==> src/rtl/jk_bank_sequencer_pkg.sv <==
// Shared definitions for the JK bank sequencer: command opcodes, FSM states
// and a helper classifying which opcodes honour the command length field.
package jk_bank_sequencer_pkg;

    typedef enum logic [2:0] {
        OP_NOP        = 3'd0,
        OP_LOAD       = 3'd1,
        OP_CLEAR      = 3'd2,
        OP_SET        = 3'd3,
        OP_TOGGLE     = 3'd4,
        OP_COUNT_UP   = 3'd5,
        OP_SHIFT_LEFT = 3'd6,
        OP_RSVD       = 3'd7
    } op_e;

    typedef enum logic [1:0] {
        ST_IDLE = 2'd0,
        ST_EXEC = 2'd1,
        ST_DONE = 2'd2
    } state_e;

    // Only COUNT_UP and SHIFT_LEFT run for cmd_len cycles; all others run one.
    function automatic logic op_is_multi(input op_e op);
        return (op == OP_COUNT_UP) || (op == OP_SHIFT_LEFT);
    endfunction

endpackage

==> src/rtl/jk_bank_sequencer_jk_cell.sv <==
// Single JK flip-flop, asynchronous active-low reset to 0.
// J K : 00 hold, 01 reset, 10 set, 11 toggle.
module jk_cell (
    input  logic clk,
    input  logic rst_n,
    input  logic j_i,
    input  logic k_i,
    output logic q_o
);

    logic q_q;
    logic q_d;

    // Next state from the JK truth table.
    always_comb begin
        q_d = q_q;
        unique case ({j_i, k_i})
            2'b00:   q_d = q_q;
            2'b01:   q_d = 1'b0;
            2'b10:   q_d = 1'b1;
            default: q_d = ~q_q;
        endcase
    end

    // Flop storage.
    always_ff @(posedge clk or negedge rst_n) begin
        if (!rst_n) q_q <= 1'b0;
        else        q_q <= q_d;
    end

    assign q_o = q_q;

endmodule

==> src/rtl/jk_bank_sequencer.sv <==
// Command-driven sequencer for a bank of WIDTH JK flip-flops.
// FSM IDLE -> EXEC -> DONE -> IDLE; J/K decoded from the latched command.
// Optional feature: define JK_SEQ_WRAP_FLAG_EN to add the 'wrap' output,
// a one-cycle flag following each COUNT_UP edge that rolls all-1s over to 0.
module jk_bank_sequencer
    import jk_bank_sequencer_pkg::*;
#(
    parameter int unsigned WIDTH = 4,
    parameter int unsigned CNT_W = 8
) (
    input  logic             clk,
    input  logic             rst_n,
    input  logic             cmd_valid,
    output logic             cmd_ready,
    input  logic [2:0]       cmd_op,
    input  logic [WIDTH-1:0] cmd_data,
    input  logic [CNT_W-1:0] cmd_len,
    output logic             busy,
    output logic             done,
    output logic [WIDTH-1:0] q,
    output logic [WIDTH-1:0] qbar
`ifdef JK_SEQ_WRAP_FLAG_EN
    ,
    output logic             wrap
`endif
);

    state_e           state_q, state_d;
    op_e              op_q, op_d;
    logic [WIDTH-1:0] data_q, data_d;
    logic [CNT_W-1:0] rem_q, rem_d;
    logic [WIDTH-1:0] j_w, k_w;
    logic             carry;

    assign cmd_ready = (state_q == ST_IDLE);
    assign busy      = (state_q == ST_EXEC) || (state_q == ST_DONE);
    assign done      = (state_q == ST_DONE);
    assign qbar      = ~q;

    // FSM state and latched command registers.
    always_ff @(posedge clk or negedge rst_n) begin
        if (!rst_n) begin
            state_q <= ST_IDLE;
            op_q    <= OP_NOP;
            data_q  <= '0;
            rem_q   <= '0;
        end else begin
            state_q <= state_d;
            op_q    <= op_d;
            data_q  <= data_d;
            rem_q   <= rem_d;
        end
    end

    // Next-state: accept in IDLE, count down in EXEC, single DONE cycle.
    always_comb begin
        state_d = state_q;
        op_d    = op_q;
        data_d  = data_q;
        rem_d   = rem_q;
        unique case (state_q)
            ST_IDLE: begin
                if (cmd_valid) begin
                    op_d    = op_e'(cmd_op);
                    data_d  = cmd_data;
                    state_d = ST_EXEC;
                    if (op_is_multi(op_e'(cmd_op)) && (cmd_len != '0)) rem_d = cmd_len;
                    else                                              rem_d = CNT_W'(1);
                end
            end
            ST_EXEC: begin
                rem_d = rem_q - CNT_W'(1);
                if (rem_q == CNT_W'(1)) state_d = ST_DONE;
            end
            ST_DONE: state_d = ST_IDLE;
            default: state_d = ST_IDLE;
        endcase
    end

    // J/K decode: hold outside EXEC, otherwise per latched opcode.
    always_comb begin
        j_w   = '0;
        k_w   = '0;
        carry = 1'b1;
        if (state_q == ST_EXEC) begin
            unique case (op_q)
                OP_LOAD: begin
                    j_w = data_q;
                    k_w = ~data_q;
                end
                OP_CLEAR: k_w = '1;
                OP_SET:   j_w = '1;
                OP_TOGGLE: begin
                    j_w = data_q;
                    k_w = data_q;
                end
                OP_COUNT_UP: begin
                    // Each bit toggles when all lower bits are 1 (ripple carry).
                    for (int unsigned i = 0; i < WIDTH; i++) begin
                        j_w[i] = carry;
                        k_w[i] = carry;
                        carry  = carry & q[i];
                    end
                end
                OP_SHIFT_LEFT: begin
                    j_w[0] = data_q[0];
                    k_w[0] = ~data_q[0];
                    for (int unsigned i = 1; i < WIDTH; i++) begin
                        j_w[i] = q[i-1];
                        k_w[i] = ~q[i-1];
                    end
                end
                default: begin
                    j_w = '0;
                    k_w = '0;
                end
            endcase
        end
    end

    // Flip-flop bank.
    for (genvar g = 0; g < WIDTH; g++) begin : g_cell
        jk_cell u_cell (
            .clk   (clk),
            .rst_n (rst_n),
            .j_i   (j_w[g]),
            .k_i   (k_w[g]),
            .q_o   (q[g])
        );
    end

`ifdef JK_SEQ_WRAP_FLAG_EN
    logic wrap_q;

    // Flag the cycle after a COUNT_UP edge that rolls all-1s over to 0.
    always_ff @(posedge clk or negedge rst_n) begin
        if (!rst_n) wrap_q <= 1'b0;
        else        wrap_q <= (state_q == ST_EXEC) && (op_q == OP_COUNT_UP) && (&q);
    end

    assign wrap = wrap_q;
`endif

endmodule
==> config.mk <==
export PLATFORM = sky130hd
export DESIGN_NAME = jk_bank_sequencer
export DESIGN_NICKNAME = d
export VERILOG_FILES = /design/src/rtl/jk_bank_sequencer_pkg.sv /design/src/rtl/jk_bank_sequencer_jk_cell.sv /design/src/rtl/jk_bank_sequencer.sv
export SDC_FILE = /design/constraint.sdc
export NUM_CORES = 1
export LEC_CHECK = 0
export CAP_MARGIN = 20
export CORE_MARGIN = 1.5
export CORE_UTILIZATION = 57
export CTS_CLUSTER_DIAMETER = 50
export DETAILED_ROUTE_END_ITERATION = 12
export GPL_TIMING_DRIVEN = 0
export PLACE_DENSITY = 0.88
export SYNTH_ARGS = -nofsm -noshare
export SYNTH_HDL_FRONTEND = slang
export SYNTH_SLANG_ARGS = --single-unit
==> constraint.sdc <==
create_clock -name clk -period 3.5 [get_ports clk]
set_input_delay 0.35 -clock clk [delete_from_list [all_inputs] [get_ports clk]]
set_output_delay 0.35 -clock clk [all_outputs]
set_load 0.01 [all_outputs]
# ---- Word-level counts from Yosys, hierarchy flattened
# Cells that the tools add are included.
dict set report totals {
  reg_bits 21
  latch_bits 0
  ramBits 0
  mem_bits_ro 0
  input_bits 18
  out_inout_bits 11
  elab_cells 67
  mem_count 0
}
dict set report op_classes {
  n_addsub 1
  mul 0
  n_div 0
  n_lt_le_gt_ge 0
  eq_ne 21
  n_shift 0
  mux 14
  bitwise 9
  reduce_logical 14
}
# cell n
set op_table {}
lappend op_table {{$pmux 4 s5} 1}
lappend op_table {{$mux 8} 2}
lappend op_table {{$pmux 4 s4} 1}
lappend op_table {{$pmux 8 s2} 1}
lappend op_table {{$eq 3x3->1 const B} 5}
lappend op_table {{$pmux 1 s3} 4}
lappend op_table {{$eq 2x1->1 const B} 5}
lappend op_table {{$eq 2x2->1 const B} 5}
lappend op_table {{$logic_not 2->1} 5}
lappend op_table {{$eq 8x1->1 const B} 1}
lappend op_table {{$mux 4} 2}
lappend op_table {{$not 4->4} 2}
lappend op_table {{$reduce_bool 8->1} 1}
lappend op_table {{$sub 8x1->8 const B} 1}
lappend op_table {{$eq 3x2->1 const B} 2}
lappend op_table {{$reduce_and 2->1} 3}
lappend op_table {{$not 1->1} 5}
lappend op_table {{$mux 2} 2}
lappend op_table {{$pmux 2 s2} 1}
lappend op_table {{$eq 3x1->1 const B} 1}
lappend op_table {{$and 1x1->1} 2}
lappend op_table {{$logic_or 1x1->1} 2}
lappend op_table {{$ne 2x1->1 const B} 1}
lappend op_table {{$ne 2x2->1 const B} 1}
lappend op_table {{3 further kinds} 3}

# ---- Depth between registers and ports, before layout
dict set report logic_depth {
  ltp_word 6
  depth_mapped 9
  depth_no_buf 8
}

# ---- Cells and area by module
# A second synthesis with hierarchy kept.
dict set report unflattened {
  hier_cells 182
  hier_area_um2 1640.3
}
# module n_inst cells_per_inst area_each_um2 seq_area_each_um2
set modules_own_cells {}
lappend modules_own_cells {jk_bank_sequencer 1 146 1295.0 425.4}
lappend modules_own_cells {jk_cell 4 9 86.3 25.0}

# ---- Least setup slack after synthesis
# OpenSTA, ideal clock, no wires.
dict set report synth_timing {
  kind {flip-flop to flip-flop}
  from {reg state_q[1]}
  to {reg g_cell[3].u_cell.q_q}
  setup_ps 94
  t_arrival_ps 2053
  required_time_ps 3406
  path_slack_ps 1353
  stages_incl_launch_ff 10
  n_path_buf 2
  period_less_slack_ps 2147
  path_cell_list {dfrtp_1 -> inv_1 -> ha_1 -> clkbuf_1 -> clkbuf_1 -> o211ai_1 -> a31o_2 -> ha_1 -> nor3b_1 -> a211oi_1}
}
dict set report synth_between {
  elab_chain_len 4
  elab_cells_between_ends 7
}
# element line_no
set synth_lines {}
lappend synth_lines {{start, declared} jk_bank_sequencer.sv:28} ;# state_e state_q, state_d;
lappend synth_lines {{start signal, assigned} jk_bank_sequencer.sv:48} ;# state_q <= state_d;
lappend synth_lines {{$eq 2x1->1 *} jk_bank_sequencer.sv:85} ;# if (state_q == ST_EXEC) begin
lappend synth_lines {{$mux 4} jk_bank_sequencer.sv:85}
lappend synth_lines {{$eq 2x2->1 (tied with other cells)} jk_bank_sequencer_jk_cell.sv:17} ;# unique case ({j_i, k_i})
lappend synth_lines {{$pmux 1 s3} jk_bank_sequencer_jk_cell.sv:17}
lappend synth_lines {{end signal, assigned} jk_bank_sequencer_jk_cell.sv:28} ;# else q_q <= q_d;
lappend synth_lines {{end, declared} jk_bank_sequencer_jk_cell.sv:11} ;# logic q_q;
# Every way passes the cells marked *; elsewhere a longest branch is shown, timed or not.
# A chain may end at the register's enable or synchronous reset.

# ---- Final worst setup path
# Ends and elaborated chain as after synthesis.

==> impl_metrics.csv <==
group,metric,value,unit
sta,max_freq,372.6,MHz
sta,slew_headroom,36.38,%
sta,rsz0062_at_grt,"no",
sta,fin_crit_sh,76.68,%
logic_synthesis,avgSynthCellArea,9.003,um2
cts,cts_max_path_buffers,2,
logic_synthesis,synth-main-ff-cell,"dfrtp_1",
detailed_routing,drt-total-wl,4.051,mm
floorplan,start_util,60.66,%
grt,grt_overflow,0,
grt,grt_max_degree,22,
cells_and_area,num_antenna_cells,0,
detailed_routing,drt_iter0_markers,112,
cells_and_area,final_cell_mix,"clkdlybuf4s50_1 (28), dfrtp_1 (21), ha_1 (13)",
detailed_routing,met3_length,377,um
cts,ctsRootBufferMaster,"clkbuf_4",
cells_and_area,final_common_cell,"clkdlybuf4s50_1",
place,pre_cts_slack,898.0,ps
run_status,violations,"DRC",
floorplan,coreArea,2805,um2
cts,cts_tree,"built",
grt,grt_pass1_vias,1549,
cts,insertion_delay,320,ps
sta,tightest_slew,951.3,ps
detailed_routing,drt_first_pass_iters,8,
cts,post_cts_resized,0,
detailed_routing,avgViaCountPerCell,6.512,
power_and_ir_drop,ir_drop,0.0005318,V
floorplan,num_io_pins,29,
run,max_cap_violations,0,
grt,grtUsageTotal,27.17,%
place,gp_congestion,0.9210,
hold_path,hold_path_class,"input port to asynchronous set/reset pin",
critical_path,required,3740,ps
logic_synthesis,netlist_instances,189,
logic_synthesis,synthesis.nets,220,
cts,cts_setup_buffers,0,
critical_path,path_class,"flop to flop",
logic_synthesis,yosys_warnings,0,
floorplan,rows,19,
cts,cts_made_buffers,3,
logic_synthesis,ys_ff_latch,21,
logic_synthesis,yosysTopAreaCellShare,30.88,%
floorplan,dieArea,3322,um2
cells_and_area,drive_gt1_share,11.76,%
detailed_routing,post-route-drc-count,6,
cts,htreeDepth,1,
logic_synthesis,yosys.area.top_type,"dfrtp_1",
power_and_ir_drop,cellLeakagePower,0.8396,nW
logic_synthesis,synthArstFlopShare,100.0,%
sta,fin_worst_skew,1.844,ps
run_status,status,"finished, violations left",
critical_path,start_kind,"flop",
logic_synthesis,ys_types,50,
sta,setup_ws,816.3,ps
logic_synthesis,synth.area.top_cells,"dfrtp_1 (31%), ha_1 (9.6%), mux2_2 (6.0%)",
critical_path,path_max_fanout,10,
sta,maxSlewViolCount,0,
detailed_routing,ant_nets,0,
floorplan,dieWidth,57.64,um
cts,cts_sinks,21,
cells_and_area,area_growth,20.29,%
place,buffer_ports.inserted,28,
power_and_ir_drop,powerDensity,953.1,nW/um2
sta,hold_slack,545.4,ps
detailed_routing,dr.max_layer_used,"met4",
cts,cts_hold_repair.buffers,0,
detailed_routing,wl_met1,1.680,mm
grt,grt_pass1_wl,7.038,mm
floorplan,fp.dieH,57.64,um
detailed_routing,vias,1641,
detailed_routing,post_drt_wl_per_cell,16.08,um
sta,fin_crit,2684,ps
critical_path,r2r_setup_slack,820,ps
cells_and_area,fin_nets,253,
sta,timing.final.hold_violations,0,
logic_synthesis,synth_edf_count,0,
sta,finalSetupTns,0,ps
detailed_routing,wl_met2,1.941,mm
logic_synthesis,yosysSeqAreaShare,30.88,%
sta,setup_violations,0,
cts,cts.clk_slew.worst_paths,130,ps
grt,grt_antenna_before_repair,0,
logic_synthesis,synthesis.area,1702,um2
critical_path,arrival,2920,ps
critical_path,critPathCaptureType,"flop",
place,hpwl,3.072,mm
[per-layer routing]
layer	vias to the layer above	GRT usage (%)
met1	773	38.65
met5	-	0
met2	88	43.67
met3	7	3.125
met4	0	8.306
li1	773	-
[cells by family (layout without fill, tap and decap cells)]
family / Yosys count / count (layout) / share of synthesized area, %
AND/OR/NAND/NOR: 65 / 65 / 24.05
AO/OA/AOI/OAI: 52 / 52 / 20.81
buffers and inverters: 25 / 57 / 6.471
flip-flops: 21 / 21 / 30.88
adder cells (fa/ha/maj): 13 / 13 / 9.559
multiplexers: 12 / 12 / 7.721
XOR/XNOR: 1 / 1 / 0.5148
[worst paths after layout]
path                                            from                   end  cells after the start
worst min-delay path                           rst_n  g_cell[0].u_cell.q_o                      1
min in group clk                g_cell[3].u_cell.q_o  g_cell[3].u_cell.q_o                      2
worst min register to register  g_cell[3].u_cell.q_o  g_cell[3].u_cell.q_o                      2
max in group asynchronous                      rst_n               op_q[0]                      1
worst max register to register            state_q[1]  g_cell[3].u_cell.q_o                      9
worst max-delay path                      state_q[1]  g_cell[3].u_cell.q_o                      9
[through the flow]
step                area (um2)  cells  power [mW]  utilization, %
detailed placement        2021    248       1.801           72.03
finish                    2047    252       1.951           72.97
floorplan                 1702    189       1.405               -
global placement          2021    248       1.713           72.03
global route              2047    252       2.136           72.97
CTS                       2047    252       1.930           72.97
[worst max-delay path, stage by stage (launching register included)]
cell and delay (ps):
dfrtp_1 430, inv_1 90, ha_1 150, clkbuf_1 340
clkbuf_1 430, o211ai_1 280, a31o_2 280, ha_1 290
nor3b_1 140, a211oi_1 170
[cells in the mapped netlist (4+ instances only)]
master and count:
nand2b_1 5, clkbuf_1 7, inv_1 11, a21oi_1 10
nor3_1 9, nor2b_1 6, nand3_1 8, a211oi_1 7
o21ai_0 10, ha_1 13, nand2_1 4, buf_4 4
mux2_2 9, a31oi_1 4, dfrtp_1 21, nor3b_1 5
[sequential cells by signal, summed over array words and instances (netlist names)]
name / flops
data_q: 4
g_cell.u_cell.q_o: 4
op_q: 3
rem_q: 8
state_q: 2
[area by class of cell]
| cell class | instances | area [um2] |
|---|---|---|
| Tap cell | 31 | 38.79 |
| Multi-Input combinational cell | 143 | 1066 |
| Fill cell | 235 | 758.2 |
| Clock buffer | 4 | 26.28 |
| Timing Repair Buffer | 28 | 280.3 |
| Sequential cell | 21 | 525.5 |
| Buffer | 14 | 68.82 |
| Inverter | 11 | 41.29 |
[where the power goes]
part	total (mW)	switching (mW)	internal, mW	leakage [nW]
Sequential	0.508	0.147	0.361	0.253
Clock	0.128	0.0837	0.0447	0.0150
Combinational	1.31	0.678	0.637	0.571
(Power assumes the default switching activity.)
